## src/rtl/cnn_fpga_pkg.sv

```systemverilog
// cnn_fpga_pkg: shared constants and state encoding for the FC score collector.
package cnn_fpga_pkg;
    localparam int NUM_CLASSES  = 10;
    localparam int SCORE_WIDTH  = 32;
    localparam int IDX_WIDTH    = 4;
    localparam int PACKED_WIDTH = NUM_CLASSES * SCORE_WIDTH;
    typedef enum logic {ACCUM, OUT} state_e;
endpackage

```

## src/rtl/score_add.sv

```systemverilog
// score_add: unsigned score adder; wraps modulo 2^SCORE_WIDTH, or saturates to all-ones
// on carry-out when SCORE_SAT_EN is defined.
module score_add
    import cnn_fpga_pkg::*;
(
    input  logic [SCORE_WIDTH-1:0] a,
    input  logic [SCORE_WIDTH-1:0] b,
    output logic [SCORE_WIDTH-1:0] sum
);
`ifdef SCORE_SAT_EN
    logic [SCORE_WIDTH:0] full;
    assign full = {1'b0, a} + {1'b0, b};
    assign sum  = full[SCORE_WIDTH] ? '1 : full[SCORE_WIDTH-1:0];
`else
    assign sum = a + b;
`endif
endmodule

```

## src/rtl/fc_score_collector.sv

```systemverilog
// fc_score_collector: accumulates serial product terms into NUM_CLASSES class scores
// and presents them as one packed vector. Saturating adds when SCORE_SAT_EN is defined.
module fc_score_collector
    import cnn_fpga_pkg::*;
(
    input  logic                    clk,
    input  logic                    rst_n,
    input  logic                    clear,
    input  logic                    in_valid,
    output logic                    in_ready,
    input  logic [SCORE_WIDTH-1:0]  in_data,
    input  logic                    in_last,
    output logic                    out_valid,
    input  logic                    out_ready,
    output logic [PACKED_WIDTH-1:0] out_scores,
    output logic [IDX_WIDTH-1:0]    out_class_cnt
);
    state_e                  state_q, state_d;
    logic [SCORE_WIDTH-1:0]  acc_q, acc_d, sum;
    logic [IDX_WIDTH-1:0]    idx_q, idx_d;
    logic [PACKED_WIDTH-1:0] scores_q, scores_d;

    score_add u_add (.a(acc_q), .b(in_data), .sum(sum));

    assign in_ready      = (state_q == ACCUM);
    assign out_valid     = (state_q == OUT);
    assign out_scores    = scores_q;
    assign out_class_cnt = idx_q;

    always_comb begin
        state_d  = state_q;
        acc_d    = acc_q;
        idx_d    = idx_q;
        scores_d = scores_q;
        if (clear) begin
            state_d = ACCUM;
            acc_d   = '0;
            idx_d   = '0;
        end else if (state_q == ACCUM && in_valid) begin
            if (in_last) begin
                scores_d[idx_q*SCORE_WIDTH +: SCORE_WIDTH] = sum;
                acc_d = '0;
                if (idx_q == IDX_WIDTH'(NUM_CLASSES - 1)) begin
                    idx_d   = '0;
                    state_d = OUT;
                end else begin
                    idx_d = idx_q + 1'b1;
                end
            end else begin
                acc_d = sum;
            end
        end else if (state_q == OUT && out_ready) begin
            state_d = ACCUM;
        end
    end

    always_ff @(posedge clk or negedge rst_n) begin
        if (!rst_n) begin
            state_q  <= ACCUM;
            acc_q    <= '0;
            idx_q    <= '0;
            scores_q <= '0;
        end else begin
            state_q  <= state_d;
            acc_q    <= acc_d;
            idx_q    <= idx_d;
            scores_q <= scores_d;
        end
    end
endmodule

```

## config.mk

```make
export PLATFORM = sky130hd
export DESIGN_NAME = fc_score_collector
export DESIGN_NICKNAME = d
export VERILOG_FILES = /design/src/rtl/cnn_fpga_pkg.sv /design/src/rtl/score_add.sv /design/src/rtl/fc_score_collector.sv
export SDC_FILE = /design/constraint.sdc
export NUM_CORES = 1
export LEC_CHECK = 0
export CAP_MARGIN = 15
export CORE_MARGIN = 1.5
export CORE_UTILIZATION = 30
export CTS_CLUSTER_DIAMETER = 150
export DETAILED_ROUTE_END_ITERATION = 12
export SKIP_CTS_REPAIR_TIMING = 1
export SYNTH_ARGS = -nofsm -noshare
export SYNTH_HDL_FRONTEND = slang
export SYNTH_SLANG_ARGS = --single-unit
```

## constraint.sdc

```tcl
create_clock -name clk -period 3.1 [get_ports clk]
set_input_delay 0.62 -clock clk [delete_from_list [all_inputs] [get_ports clk]]
set_output_delay 0.62 -clock clk [all_outputs]
set_load 0.02 [all_outputs]
```

* After elaboration in Yosys (flattened, before gate mapping)
Index checks and enable logic that the tools add are counted.
Widths: inputs -> output; s select.
** Operators by class
- Equality and inequality tests :: 3
- Bitwise logic cells :: 2
- Mux-type cells :: 13
- Add/sub/neg operators :: 3
- Shift-type cells :: 2
- Reduce and logical (&&, ||, !) cells :: 8
** Operator list (count)
- $bwmux 320 :: 1
- $shift 32x34->320 const A :: 1
- $shiftx 32x34->320 :: 1
- $mux 32 :: 3
- $neg 9->34 :: 1
- $add 32x32->32 :: 1
- $mux 4 :: 4
- $reduce_and 3->1 :: 2
- $mux 1 :: 5
- $add 4x1->4 const B :: 1
- $eq 4x4->1 const B :: 1
- $reduce_bool 2->1 :: 2
- $ne 3x2->1 const B :: 1
- $ne 3x3->1 const B :: 1
- $reduce_bool 3->1 :: 1
- $logic_and 1x1->1 :: 2
- $not 1->1 :: 2
- $reduce_and 2->1 :: 1
** Storage, ports and cells
- Register bits :: 357
- Input bits :: 38
- Word-level logic and storage cells :: 35
- Output and inout port bits :: 326

* Logic depth before layout (Yosys ltp)
Gate-level depths: netlist of the first run.
- Word-level depth :: 5
- Mapped depth :: 13
- Mapped depth without buffers :: 12

* By module
A second synthesis of the first run with hierarchy kept.
** Second synthesis, totals
- Cell total of the unflattened synthesis :: 1515
- Area, all modules :: 16125.5 sq um
** By module, submodules not included
- fc_score_collector :: area each 14400.1 sq um, cells an instance 1279, times used 1
- score_add :: area each 1725.4 sq um, cells an instance 236, times used 1

* Worst setup path after synthesis of the first run
OpenSTA, ideal clock, no wires.
- Kind :: input to register
- From :: input in_data[0]
- To :: register scores_q[94], in the netlist out_scores[94]
- Library setup time :: 0.125 ns
- Data arrival time :: 3.328 ns
- Stages on the path :: 13
- Setup slack :: -0.352 ns
- Cell sequence :: ha_1 > inv_1 > fa_1 > nand2b_1 > a21oi_1 > o311a_1 > a31o_2 > a2111oi_2 > a211o_2 > and4b_1 > or3_1 > buf_2 > mux2_2
** Between the ends
- Cells in the longest elaborated chain, start to end :: 3
** Ends and longest elaborated chain
- start, declared :: line fc_score_collector.sv:11 : input logic [SCORE_WIDTH-1:0] in_data,
- $add 32x32->32 :: line score_add.sv:15 : assign sum = a + b;
- $shiftx 32x34->320 :: line fc_score_collector.sv:41 : scores_d[idx_q*SCORE_WIDTH +: SCORE_WIDTH] = sum;
- $bwmux 320 :: line fc_score_collector.sv:41
- end signal, assigned :: line fc_score_collector.sv:67 : scores_q <= scores_d;
- end, declared :: line fc_score_collector.sv:21 : logic [PACKED_WIDTH-1:0] scores_q, scores_d;
No other way between the ends.
A chain may end at the register's enable or synchronous reset.

* Worst setup path in the final report of the first run
- From :: register acc_q[0]
- To :: register scores_q[158], in the netlist out_scores[158]
** Between the ends
- Cells in the longest elaborated chain, start to end :: 3
** Ends and longest elaborated chain
- start, declared :: line fc_score_collector.sv:19 : logic [SCORE_WIDTH-1:0] acc_q, acc_d, sum;
- start signal, assigned :: line fc_score_collector.sv:60 : acc_q <= '0;
- start signal, assigned :: line fc_score_collector.sv:65 : acc_q <= acc_d;
- $add 32x32->32 :: line score_add.sv:15
- $shiftx 32x34->320 :: line fc_score_collector.sv:41
- $bwmux 320 :: line fc_score_collector.sv:41
No other way between the ends.

==> flow_summary.json, run 1 <==
{
  "ant_nets": 0,
  "via_per_inst": 4.87,
  "chipWidth_um": 227,
  "fin_cells": 2637,
  "clock_path_buffers": 3,
  "ys_seq_area_share_pct": 59.6,
  "path_cells": "ha_4 -> inv_2 -> fa_2 -> nand2b_4 -> a21oi_4 -> o311a_4 -> a31o_4 -> a2111oi_4 -> a211o_2 -> nor4b_1 -> or3_4 -> buf_6 -> mux2_2",
  "syn_inst": 1446,
  "finClkSkew_ns": 0.0123,
  "core-area_sq_um": 49200,
  "arrival_ns": 3.60,
  "r2r_start": "acc_q[0]",
  "leakagePower_nw": 10.0,
  "routedWlPerCell_um": 21.7,
  "violations": "negative setup slack",
  "crit_path_max_fanout": 6,
  "hold_path_class": "input port to asynchronous set/reset pin",
  "setup.worst_path.start_class": "register",
  "fmax_mhz": 315,
  "htreeDepth": 2,
  "avgSynthCellArea_sq_um": 10.4,
  "synth_fp_nets": 1521,
  "rr_worst_depth": 13,
  "pwr-share-comb_pct": 19.9,
  "slowest_delay_ns": 0.41,
  "synthFlopType": "dfrtp_1",
  "hpwl_mm": 42.2,
  "grt_overflow": 0,
  "powerDensity_nw_per_um2": 541,
  "synth_area_sq_um": 15000,
  "fin_crit_ns": 3.17,
  "cts_root_buf": "clkbuf_16",
  "endpoint_kind": "register",
  "globalplace.congestion": 0.866,
  "rows": 81,
  "grt_pass1_vias": 12600,
  "rsz0062_at_grt": "yes",
  "insertion_delay_ns": 0.55,
  "cts_tree": "done",
  "p_sw_share_pct": 27.7,
  "initial_core_util_pct": 30.5,
  "portBuffers": 363,
  "final-setup-viol-count": 11,
  "fin_nets": 2021,
  "dpl_cell_area_sq_um": 20900,
  "seqPwrFrac_pct": 41.1,
  "drive_gt1_share_pct": 18.0,
  "worstReg2RegEnd": "out_scores[158]",
  "maxCapViolCount": 0,
  "crit_slowest_cell": "dfrtp_1",
  "first_pass_iters": 5,
  "cp.required_ns": 3.53,
  "intPower_mw": 8.82,
  "final_max_slew_viol_count": 0,
  "rrSetupSlack_ns": -0.07,
  "numCtsBuffers": 39,
  "drc": 0,
  "grt_pass1_wl_mm": 82.2,
  "ys_ff_latch": 357,
  "hold_viol_final": 0,
  "placed_cells_incl_taps": 2561,
  "num-fill-cells": 4575,
  "grt.total_usage_pct": 21.8,
  "final.setup.worst_slack_ns": -0.0725,
  "slew_headroom_pct": 30.6,
  "final_util_pct": 45.9,
  "ys_types": 58,
  "pwr-share-clk_pct": 39.1,
  "ioPinCount": 364,
  "wl_mm": 57.2,
  "peakVddDrop_mv": 0.260,
  "die_area_sq_um": 51300,
  "antenna_found_initial": 3,
  "ys_async_sr_fraction_pct": 100,
  "clkTransAtPathRegs_ns": 0.06,
  "ys_warn_count": 0,
  "switchingPower_mw": 3.38,
  "grt_max_degree": 79,
  "status": "finished with violations",
  "synth_edf_count": 0,
  "cts.sinks": 357,
  "via_count": 12800,
  "fp.dieH_um": 227,
  "worstSetupPathType": "register to register",
  "drtIter0Drc": 844,
  "finalCritPeriodShare_pct": 102,
  "worst_slew_pin_slew_ns": 1.04,
  "n_antenna_cell": 0,
  "final_cell_area_sq_um": 22500,
  "area_growth_pct": 50.3
}
## cells in the final DEF (no fill, tap or decap), types with 10 or more instances in the layout
master and instances:
dfrtp_1 357, clkdlybuf4s50_1 355, nand2_1 351, o21ai_0 215, buf_4 163, a22o_1 56, clkbuf_16 42, o31ai_1 38
mux2_2 38, nor2_1 31, ha_1 29, a21oi_1 28, buf_12 22, o21ai_1 19, inv_1 16, nand4_1 12
a21o_1 12, clkbuf_8 12, xnor2_2 10
## worst max-delay path, delay by kind of cell, from the launching register on
kind	cells	cell delay [ns]
AO/OA/AOI/OAI	5	1.24
adder cells (fa/ha/maj)	2	0.37
buffers and inverters	2	0.21
flip-flops	1	0.41
multiplexers	1	0.25
AND/OR/NAND/NOR	3	0.56
## through the flow
stage / TNS, ns / setup slack, ns / power, mW / hold WS, ns
2_1_floorplan: -0.878 / -0.112 / 5.96 / 0.324
3_3_place_gp: -117.37 / -0.922 / 7.43 / 0.460
3_5_place_dp: -123.90 / -0.910 / 7.45 / 0.464
4_1_cts: -11.22 / -0.336 / 12.3 / 0.0627
5_1_grt: -2.60 / -0.171 / 12.7 / 0.0739
6_report: -0.617 / -0.0725 / 12.2 / 0.0227
## sequential cells by signal (all words and copies together) (netlist names)
name / count
acc_q: 32
out_class_cnt: 4
out_scores: 320
out_valid: 1
## power by group through the flow
| stage | clock [mW] | combinational, mW | sequential (mW) |
|---|---|---|---|
| floorplan | 0 | 0.634 | 5.33 |
| global placement | 0 | 2.34 | 5.08 |
| detailed placement | 0 | 2.36 | 5.09 |
| CTS | 4.89 | 2.37 | 5.01 |
| global route | 5.07 | 2.56 | 5.03 |
| finish | 4.76 | 2.42 | 5.01 |
## routing by layer
layer / GRT usage, % / wire (um) / part of all wire, % / vias to the layer above
li1: - / - / - / 6008
met1: 30.4 / 26000 / 45 / 6348
met2: 34.1 / 26100 / 46 / 389
met3: 4.15 / 3270 / 5.7 / 92
met4: 6.92 / 1730 / 3.0 / 6
met5: 0 / 47 / 0.082 / -
## cells by family (layout without fill, tap and decap cells)
kind of cell | after synthesis | after routing | share of synthesized area (%)
adders and majority gates | 37 | 37 | 3.14
DFF | 357 | 357 | 59.6
and+or+nand+nor | 457 | 457 | 12.4
muxes | 39 | 39 | 2.92
xor gates and xnor gates | 31 | 31 | 1.91
AOI/OAI and AO/OA | 413 | 413 | 17.2
buffers and inverters | 112 | 639 | 2.83
## synthesized netlist by cell type (2+ instances only)
cell      count  area (sq um)
and2_1        5          31.3
o31ai_2       3          37.5
nand3_1      15          75.1
a21oi_1      31           155
or2_2         2          12.5
xor2_1       11          96.3
nor3_1        8          40.0
buf_2         3          15.0
nor2b_1       5          31.3
o21a_1        5          37.5
o21ai_0     235          1180
o221ai_1      2          17.5
xnor2_1      18           158
nor3b_1       2          15.0
ha_1         36           450
buf_1         3          11.3
nand2_1     355          1330
dfrtp_1     357          8930
nand2b_1      9          56.3
a21o_1       12          90.1
o211ai_1      3          22.5
mux2_2       38           428
nand4_1      12          75.1
nor2_1       36           135
or3_1         5          31.3
clkbuf_1     89           334
o21bai_1      3          22.5
a22o_1       56           490
inv_1        17          63.8
o31ai_1      39           293
a211oi_1      4          30.0
## cell type report
type / instances / area, sq um / share of cell area [%]
clock buffer: 60 / 1220 / 5.40
clock inverter: 8 / 93.8 / 0.416
inverter: 17 / 63.8 / 0.283
multi-input combinational: 977 / 6010 / 26.7
sequential: 357 / 8930 / 39.6
tap: 664 / 831 / 3.69
timing repair buffer: 554 / 5400 / 23.9
## worst max path at each step
stage,start,cells after the start,to,slack [ns]
floorplan,in_data[0],13,out_scores[94],-0.11
global placement,in_data[0],13,out_scores[274],-0.92
detailed placement,in_data[0],13,out_scores[210],-0.91
CTS,in_data[0],13,out_scores[210],-0.34
global route,acc_q[0],13,out_scores[30],-0.17
finish,acc_q[0],13,out_scores[158],-0.07
No activity file was read; power rests on OpenSTA's default activity.
==> run 2: changes to the inputs <==
--- a/config.mk
+++ b/config.mk
@@ -9,6 +9,7 @@
 export CORE_MARGIN = 1.5
 export CORE_UTILIZATION = 30
 export CTS_CLUSTER_DIAMETER = 150
+export CTS_CLUSTER_SIZE = 10
 export DETAILED_ROUTE_END_ITERATION = 12
 export SKIP_CTS_REPAIR_TIMING = 1
 export SYNTH_ARGS = -nofsm -noshare
==> run 2 against run 1 <==
The flow still finishes with violations (negative setup slack). Non-clock buffer count rose by 3. Via count is 0.85% higher. Global-route usage rose by 0.13 points. Sequential share of layout area increased by 0.25 points. Critical path depth did not move. Critical endpoint is now out_scores[190]. Largest cell class unchanged.
==> flow_summary.json, run 2 (synthesis results as in run 1) <==
{
  "rrSetupSlack_ns": -0.09,
  "worst_slew_pin_slew_ns": 1.07,
  "hold_path_class": "input port to asynchronous set/reset pin",
  "grt_pass1_vias": 12600,
  "drtIter0Drc": 880,
  "grt_pass1_wl_mm": 82.6,
  "cts_tree": "done",
  "grt_overflow": 0,
  "fp.dieH_um": 227,
  "status": "finished with violations",
  "worst_hold_slack_ns": 0.0336,
  "worstSetupPathType": "register to register",
  "crit_path_max_fanout": 5,
  "placed_cells_incl_taps": 2561,
  "peakVddDrop_mv": 0.286,
  "fin_crit_ns": 3.19,
  "globalplace.congestion": 0.866,
  "chipWidth_um": 227,
  "area_growth_pct": 49.3,
  "fin_cells": 2617,
  "n_antenna_cell": 0,
  "insertion_delay_ns": 0.57,
  "powerDensity_nw_per_um2": 525,
  "hpwl_mm": 42.2,
  "ioPinCount": 364,
  "core-area_sq_um": 49200,
  "final.setup.worst_slack_ns": -0.0949,
  "endpoint_kind": "register",
  "final_common_cell": "dfrtp_1",
  "die_area_sq_um": 51300,
  "routedWlPerCell_um": 22.0,
  "drive_gt1_share_pct": 18.0,
  "numCtsBuffers": 41,
  "rr_worst_depth": 13,
  "finalCritPeriodShare_pct": 103,
  "maxCapViolCount": 0,
  "fin_nets": 2026,
  "antenna_found_initial": 1,
  "htreeDepth": 2,
  "final_max_slew_viol_count": 0,
  "slew_headroom_pct": 28.8,
  "hold_viol_final": 0,
  "clkTransAtPathRegs_ns": 0.06,
  "worstReg2RegEnd": "out_scores[190]",
  "rows": 81,
  "drc": 0,
  "cp.required_ns": 3.53,
  "rsz0062_at_grt": "yes",
  "fmax_mhz": 313,
  "final-setup-viol-count": 23,
  "grt.total_usage_pct": 21.9,
  "leakagePower_nw": 9.91,
  "finClkSkew_ns": 0.0352,
  "largest_reg_flops": 320,
  "setup.worst_path.start_class": "register",
  "via_count": 13000,
  "cts_root_buf": "clkbuf_16",
  "mostFrequentLayoutCells": "357 x dfrtp_1, 356 x clkdlybuf4s50_1, 350 x nand2_1",
  "grt_max_degree": 79,
  "clock_path_buffers": 3,
  "arrival_ns": 3.63,
  "wl_mm": 57.6,
  "first_pass_iters": 6,
  "r2r_start": "acc_q[0]",
  "violations": "negative setup slack",
  "initial_core_util_pct": 30.5,
  "power_mw": 11.8,
  "via_per_inst": 4.95,
  "ant_nets": 0,
  "cts.sinks": 357,
  "portBuffers": 363
}
==> run 2: worst max-delay path by stage <==
stage	start	endpoint	slack (ns)	depth (start not counted)
after CTS	in_data[0]	out_scores[210]	-0.34	13
after global routing	acc_q[1]	out_scores[93]	-0.20	12
after global placement	in_data[0]	out_scores[274]	-0.92	13
final	acc_q[0]	out_scores[190]	-0.09	13
after floorplan	in_data[0]	out_scores[94]	-0.11	13
after detailed placement	in_data[0]	out_scores[210]	-0.91	13
==> run 2: layer usage <==
| metal | part of all wire (%) | GRT usage [%] | routed length, um | up-vias |
|---|---|---|---|---|
| met5 | 0.042 | 0 | 24 | - |
| met4 | 2.9 | 6.80 | 1690 | 4 |
| met3 | 5.9 | 4.13 | 3380 | 97 |
| met2 | 46 | 34.2 | 26200 | 422 |
| met1 | 46 | 30.8 | 26300 | 6432 |
| li1 | - | - | - | 5997 |
==> run 2: area by class of cell <==
type	count	area [sq um]
Clock buffer	43	1080
Tap cell	664	831
Timing Repair Buffer	557	5440
Inverter	17	63.8
Fill cell	4572	26800
Clock inverter	2	13.8
Multi-Input combinational cell	977	6050
Sequential cell	357	8930
==> run 2: power breakdown <==
part / switching [mW] / internal (mW)
clock network: 1.87 / 2.43
registers: 0.125 / 4.89
logic: 1.37 / 1.09
==> run 2: per-stage QoR <==
| stage | worst slack (ns) | util, % | TNS [ns] | cell area (sq um) |
|---|---|---|---|---|
| 5_1_grt | -0.203 | 45.6 | -5.23 | 22400 |
| 4_1_cts | -0.344 | 44.8 | -11.07 | 22000 |
| 2_1_floorplan | -0.112 | - | -0.878 | 15000 |
| 3_3_place_gp | -0.922 | 42.5 | -117.37 | 20900 |
| 6_report | -0.0949 | 45.6 | -1.28 | 22400 |
| 3_5_place_dp | -0.910 | 42.5 | -123.90 | 20900 |
==> run 2: critical path: stages (launching register included) <==
cell,delay (ns)
dfrtp_1,0.41
ha_4,0.18
inv_2,0.06
fa_2,0.19
nand2b_4,0.14
a21oi_4,0.06
o311a_4,0.41
a31o_4,0.25
a2111oi_4,0.36
a211o_2,0.18
nor4b_1,0.06
or3_4,0.35
buf_2,0.20
a22o_1,0.22
==> run 3: changes to the inputs <==
--- a/config.mk
+++ b/config.mk
@@ -8,10 +8,10 @@
 export CAP_MARGIN = 15
 export CORE_MARGIN = 1.5
 export CORE_UTILIZATION = 30
-export CTS_CLUSTER_DIAMETER = 150
 export CTS_CLUSTER_SIZE = 10
 export DETAILED_ROUTE_END_ITERATION = 12
 export SKIP_CTS_REPAIR_TIMING = 1
+export SLEW_MARGIN = 30
 export SYNTH_ARGS = -nofsm -noshare
 export SYNTH_HDL_FRONTEND = slang
 export SYNTH_SLANG_ARGS = --single-unit
==> run 3 against run 2 <==
The flow still finishes with violations (negative setup slack). Global-route usage about the same. Clock power increased by 9.5%. Via count decreased by 0.90%. Sequential cell count unchanged. Power increased by 3.2%. Die area unchanged. Non-clock buffer count decreased by 4. Hold slack got worse by 0.0077 ns. Cell count increased by 0.42%. Largest cell class unchanged.
==> flow_summary.json, run 3 (synthesis results as in run 1) <==
{
  "rsz0062_at_grt": "yes",
  "final_common_cell": "dfrtp_1",
  "intPower_mw": 8.75,
  "arrival_ns": 3.65,
  "violations": "negative setup slack",
  "mostFrequentLayoutCells": "357 x dfrtp_1, 356 x clkdlybuf4s50_1, 350 x nand2_1",
  "grt_pass1_vias": 12700,
  "powerDensity_nw_per_um2": 540,
  "peakVddDrop_mv": 0.329,
  "chipWidth_um": 227,
  "core-area_sq_um": 49200,
  "area_growth_pct": 49.9,
  "cts_root_buf": "clkbuf_16",
  "slew_headroom_pct": 54.8,
  "grt_overflow": 0,
  "status": "finished with violations",
  "crit_cells": 13,
  "drc": 0,
  "ant_nets": 0,
  "use_met2_pct": 34.5,
  "cp_top_family": "compound AO/OA/AOI/OAI gates",
  "pwr-share-comb_pct": 19.9,
  "drive_gt1_share_pct": 17.8,
  "grt.total_usage_pct": 21.9,
  "rr_worst_depth": 13,
  "crit_slowest_cell": "dfrtp_1",
  "routedWlPerCell_um": 21.8,
  "path_cells": "ha_4 -> inv_2 -> fa_2 -> nand2b_4 -> a21oi_4 -> o311a_4 -> a31o_4 -> a2111oi_4 -> a211o_2 -> nor4b_1 -> or3_4 -> buf_6 -> mux2_2",
  "finalCritPeriodShare_pct": 104,
  "via_per_inst": 4.88,
  "antenna_found_initial": 1,
  "switchingPower_mw": 3.39,
  "hold_viol_final": 0,
  "wl_mm": 57.2,
  "maxCapViolCount": 0,
  "final-setup-viol-count": 11,
  "fin_nets": 2025,
  "leakagePower_nw": 9.96,
  "ioPinCount": 364,
  "drtIter0Drc": 902,
  "worstSetupPathType": "register to register",
  "initial_core_util_pct": 30.5,
  "grt_max_degree": 79,
  "fp.dieH_um": 227,
  "via_count": 12800,
  "busiest_layer": "met2",
  "worst-path-buf-inv": 2,
  "final.setup.worst_slack_ns": -0.115,
  "cts_tree": "done",
  "crit_path_max_fanout": 6,
  "final_cell_area_sq_um": 22500,
  "final_max_slew_viol_count": 0,
  "fmax_mhz": 311,
  "die_area_sq_um": 51300,
  "p_sw_share_pct": 27.9,
  "cts.sinks": 357,
  "first_pass_iters": 5,
  "fin_tns_setup_ns": -1.08,
  "endpoint_kind": "register",
  "final_util_pct": 45.8,
  "insertion_delay_ns": 0.56,
  "slowest_delay_ns": 0.41,
  "portBuffers": 363,
  "clock_path_buffers": 3,
  "fin_crit_ns": 3.21,
  "hold_path_class": "input port to asynchronous set/reset pin",
  "largest_reg_flops": 320,
  "setup.worst_path.start_class": "register",
  "grt_pass1_wl_mm": 82.7,
  "numCtsBuffers": 44,
  "htreeDepth": 2,
  "dp_slack_ns": -0.906,
  "worst_slew_pin_slew_ns": 0.673,
  "n_antenna_cell": 0,
  "grt_use_met1_pct": 30.4,
  "finClkSkew_ns": 0.0186,
  "rows": 81,
  "worst_hold_slack_ns": 0.0259,
  "globalplace.congestion": 0.866,
  "use_met3_pct": 4.26,
  "dpl_cell_area_sq_um": 20900,
  "hpwl_mm": 42.2,
  "pwr-share-clk_pct": 38.8,
  "cp.required_ns": 3.54,
  "seqPwrFrac_pct": 41.3,
  "clkTransAtPathRegs_ns": 0.05
}
==> run 3: cell count changes in the layout (fill, tap and decap cells not counted), sizes merged <==
cell / previous run / this run
buf: 193 / 190
bufinv: 0 / 1
clkbuf: 45 / 54
clkinv: 1 / 2
clkinvlp: 0 / 2
inv: 18 / 19
==> run 3: power groups by stage <==
stage               clock [mW]  sequential (mW)  combinational, mW
finish                    4.71             5.01               2.42
global route              5.04             5.04               2.56
CTS                       4.85             5.01               2.37
detailed placement           0             5.09               2.36
global placement             0             5.08               2.34
floorplan                    0             5.33              0.634
==> run 3: cell type report <==
type                    count  area (sq um)
fillers                  4590         26700
flip-flops and latches    357          8930
multi-input cells         977          6000
repair buffers            553          5390
clock buffers              53          1210
well taps                 664           831
clock inverters             7          72.6
inverters                  17          63.8
==> run 3: path summary, 6_finish.rpt <==
kind	start	slack (ns)	to
worst max-delay path	acc_q[0]	-0.11	out_scores[158]
worst min-delay path	rst_n	0.03	out_scores[119]
worst max register to register	acc_q[0]	-0.11	out_scores[158]
worst min register to register	out_scores[57]	0.47	out_scores[57]
max in group asynchronous	rst_n	2.17	out_scores[199]
min in group clk	out_scores[57]	0.47	out_scores[57]
==> run 3: worst register-to-register path, cell delays in order, from the launching register on <==
cell and delay (ns):
dfrtp_1 0.41, ha_4 0.19, inv_2 0.06, fa_2 0.19
nand2b_4 0.14, a21oi_4 0.06, o311a_4 0.41, a31o_4 0.25
a2111oi_4 0.36, a211o_2 0.18, nor4b_1 0.06, or3_4 0.37
buf_6 0.16, mux2_2 0.26
==> run 3: routing by layer <==
metal	wire, um	part of all wire (%)	up-vias
met4	1690	2.9	4
met1	25600	45	6313
met3	3570	6.2	95
met2	26400	46	421
met5	24	0.042	-
li1	-	-	6003
==> run 3: metrics by stage <==
stage | power, mW | cells
2_1_floorplan | 5.96 | 1446
3_3_place_gp | 7.43 | 2561
3_5_place_dp | 7.45 | 2561
4_1_cts | 12.2 | 2621
5_1_grt | 12.6 | 2628
6_report | 12.1 | 2628
==> variant, RTL diff (flow settings as in run 1) <==
One comparison of `idx_q` changes from == to >=.
--- a/src/rtl/fc_score_collector.sv
+++ b/src/rtl/fc_score_collector.sv
@@ -42,3 +42,3 @@
                 acc_d = '0;
-                if (idx_q == IDX_WIDTH'(NUM_CLASSES - 1)) begin
+                if (idx_q >= IDX_WIDTH'(NUM_CLASSES - 1)) begin
                     idx_d   = '0;
Behaviour: no difference found for any inputs over 4 cycles, from zero or initial values and one cycle with rst_n low; that may be too few to reach the edited logic, so the function may still have changed.
==> variant against run 1 <==
Count of clock-buffer cells in the layout is the same; worst setup slack improved by 0.16 ns; global-route usage down 0.90 points; critical path depth fell by 3; design area fell by 1.0%; area after synthesis increased by 0.66%; power down 2.6%; via count grew 3.3%; maximum frequency increased by 5.3%; largest power group unchanged; worst hold slack better by 0.069 ns; wire length fell by 4.4%; sequential cell count is the same.
==> variant: results (changes against run 1) <==
| Stage | Quantity | This run | vs run 1 |
|:---|:---|:---|:---|
| power | Static Leak | 9.804 nW | was 9.999 nW |
| sta | Worst-Margin Slew | 0.9701 ns | was 1.039 ns |
| sta | Finish-stage setup viols | 0 | was 11 |
| critical path | Largest driver fanout on the critical path | 21 | was 6 |
| cells and area | Nets | 2128 | was 2021 |
| critical path | Timing startpoint of the critical path | in_data[1] | was acc_q[0] |
| critical path | Worst reg2reg path endpoint | out_scores[121] | was out_scores[158] |
| route | Detail Route met2 WL | 25810 um | was 26140 um |
| critical path | Depth of the most critical reg-to-reg path | 9 | was 13 |
| logic synthesis | Arithmetic-cell share of the synthesized area counting full adders, half adders and majority gates | 3.033% | was 3.136% |
| grt | First-pass GRT wire length | 81080 um | was 82150 um |
| power | Largest vdd supply drop | 0.0003012 V | was 0.0002597 V |
| logic synthesis | Multiplexer area fraction after synthesis | 0.8121% | was 2.920% |
| route | Wire length on met1 | 24420 um | was 25980 um |
| route | Total detailed-routing wirelength | 54650 um | was 57160 um |
| logic synthesis | Nets in the synthesized netlist | 1647 | was 1521 |
| logic synthesis | Number of library cell types mapped by synthesis | 57 | was 58 |
| logic synthesis | Synthesized-area fraction occupied by ao, oa, aoi and oai cells | 16.52% | was 17.23% |
| critical path | Worst reg-to-reg setup slack | 0.20 ns | was -0.07 ns |
| placement | Final weighted congestion in routability-driven placement | 0.8877 | was 0.8660 |
| grt | Number of antenna violations at the first check in global routing | 2 | was 3 |
| logic synthesis | Xor-xnor portion of the synthesized cell area | 1.798% | was 1.910% |
| sta | Setup Skew | 0.01898 ns | was 0.01234 ns |
| critical path | Worst Path Arrival | 3.50 ns | was 3.60 ns |
| logic synthesis | Synth top area cells | dfrtp_1, o21ai_0, nand2_1 | was dfrtp_1, nand2_1, o21ai_0 |
| logic synthesis | Sequential fraction of the synthesis area | 59.17% | was 59.56% |
| status | Run status | completed | was finished, violations left |
| route | Drt initial violations | 847 | was 844 |
| cells and area | Share of layout cells above drive strength 1 | 14.44% | was 18.04% |
| grt | Pin count of the biggest net entering global routing | 89 | was 79 |
| critical path | Worst r2r src | acc_q[1] | was acc_q[0] |
variant: cell count changes after synthesis, moves of 20 or more:
cell	delta
o21ai_0	+95
a22o_1	-51
nand2_1	+48
mux2_2	-28
nor2_1	+23
o31ai_1	-20
variant: logic make-up after synthesis:
group / count (synthesis)
mux: 11
simple gates: 563
buf+inv: 121
compound gates: 454
xor+xnor: 31
flops: 357
fa+ha+maj: 36
variant: worst min-delay path by stage:
stage,startpoint,to,slack [ns]
after floorplan,rst_n,acc_q[0],0.32
after global placement,out_scores[66],out_scores[66],0.46
after detailed placement,out_scores[107],out_scores[107],0.47
after CTS,rst_n,out_scores[154],0.1
after global routing,rst_n,out_scores[87],0.12
final,rst_n,out_scores[87],0.09
variant: critical path: stages:
cell             delay (ns)
clkdlybuf4s50_1        0.44
ha_1                   0.33
a211oi_2               0.26
o211ai_2               0.20
nor4b_4                0.18
or4_1                  0.51
a221o_1                0.34
buf_12                 0.16
or3_1                  0.37
nand3_1                0.08
variant: per-stage QoR:
stage                     std cells  instance area, um^2  setup WS, ns  hold slack (ns)  TNS [ns]
after floorplan                1573                15100        0.1888           0.3244         0
after global placement         2681                20840       -0.5099           0.4614    -83.70
after detailed placement       2681                20840       -0.6110           0.4693    -94.24
after CTS                      2754                22190      -0.02426          0.09867  -0.09363
after global routing           2757                22310      -0.01725           0.1224  -0.04146
final                          2757                22310       0.08784          0.09184         0
variant: where the power goes:
part | internal [mW] | switching [mW]
clock network | 2.87 | 1.98
registers | 4.85 | 0.101
logic | 0.884 | 1.20
variant: area by class of cell:
type	instances	area, um^2
Sequential cell	357	8934
Multi-Input combinational cell	1095	5869
Clock buffer	60	1207
Inverter	13	48.80
Tap cell	672	840.8
Timing Repair Buffer	547	5275
Fill cell	4808	27550
Clock inverter	13	138.9
variant: metal layers:
layer,up-vias,track usage [%]
li1,6302,-
met1,6494,28.78
met2,395,33.87
met3,73,4.143
met4,2,5.020
met5,-,0
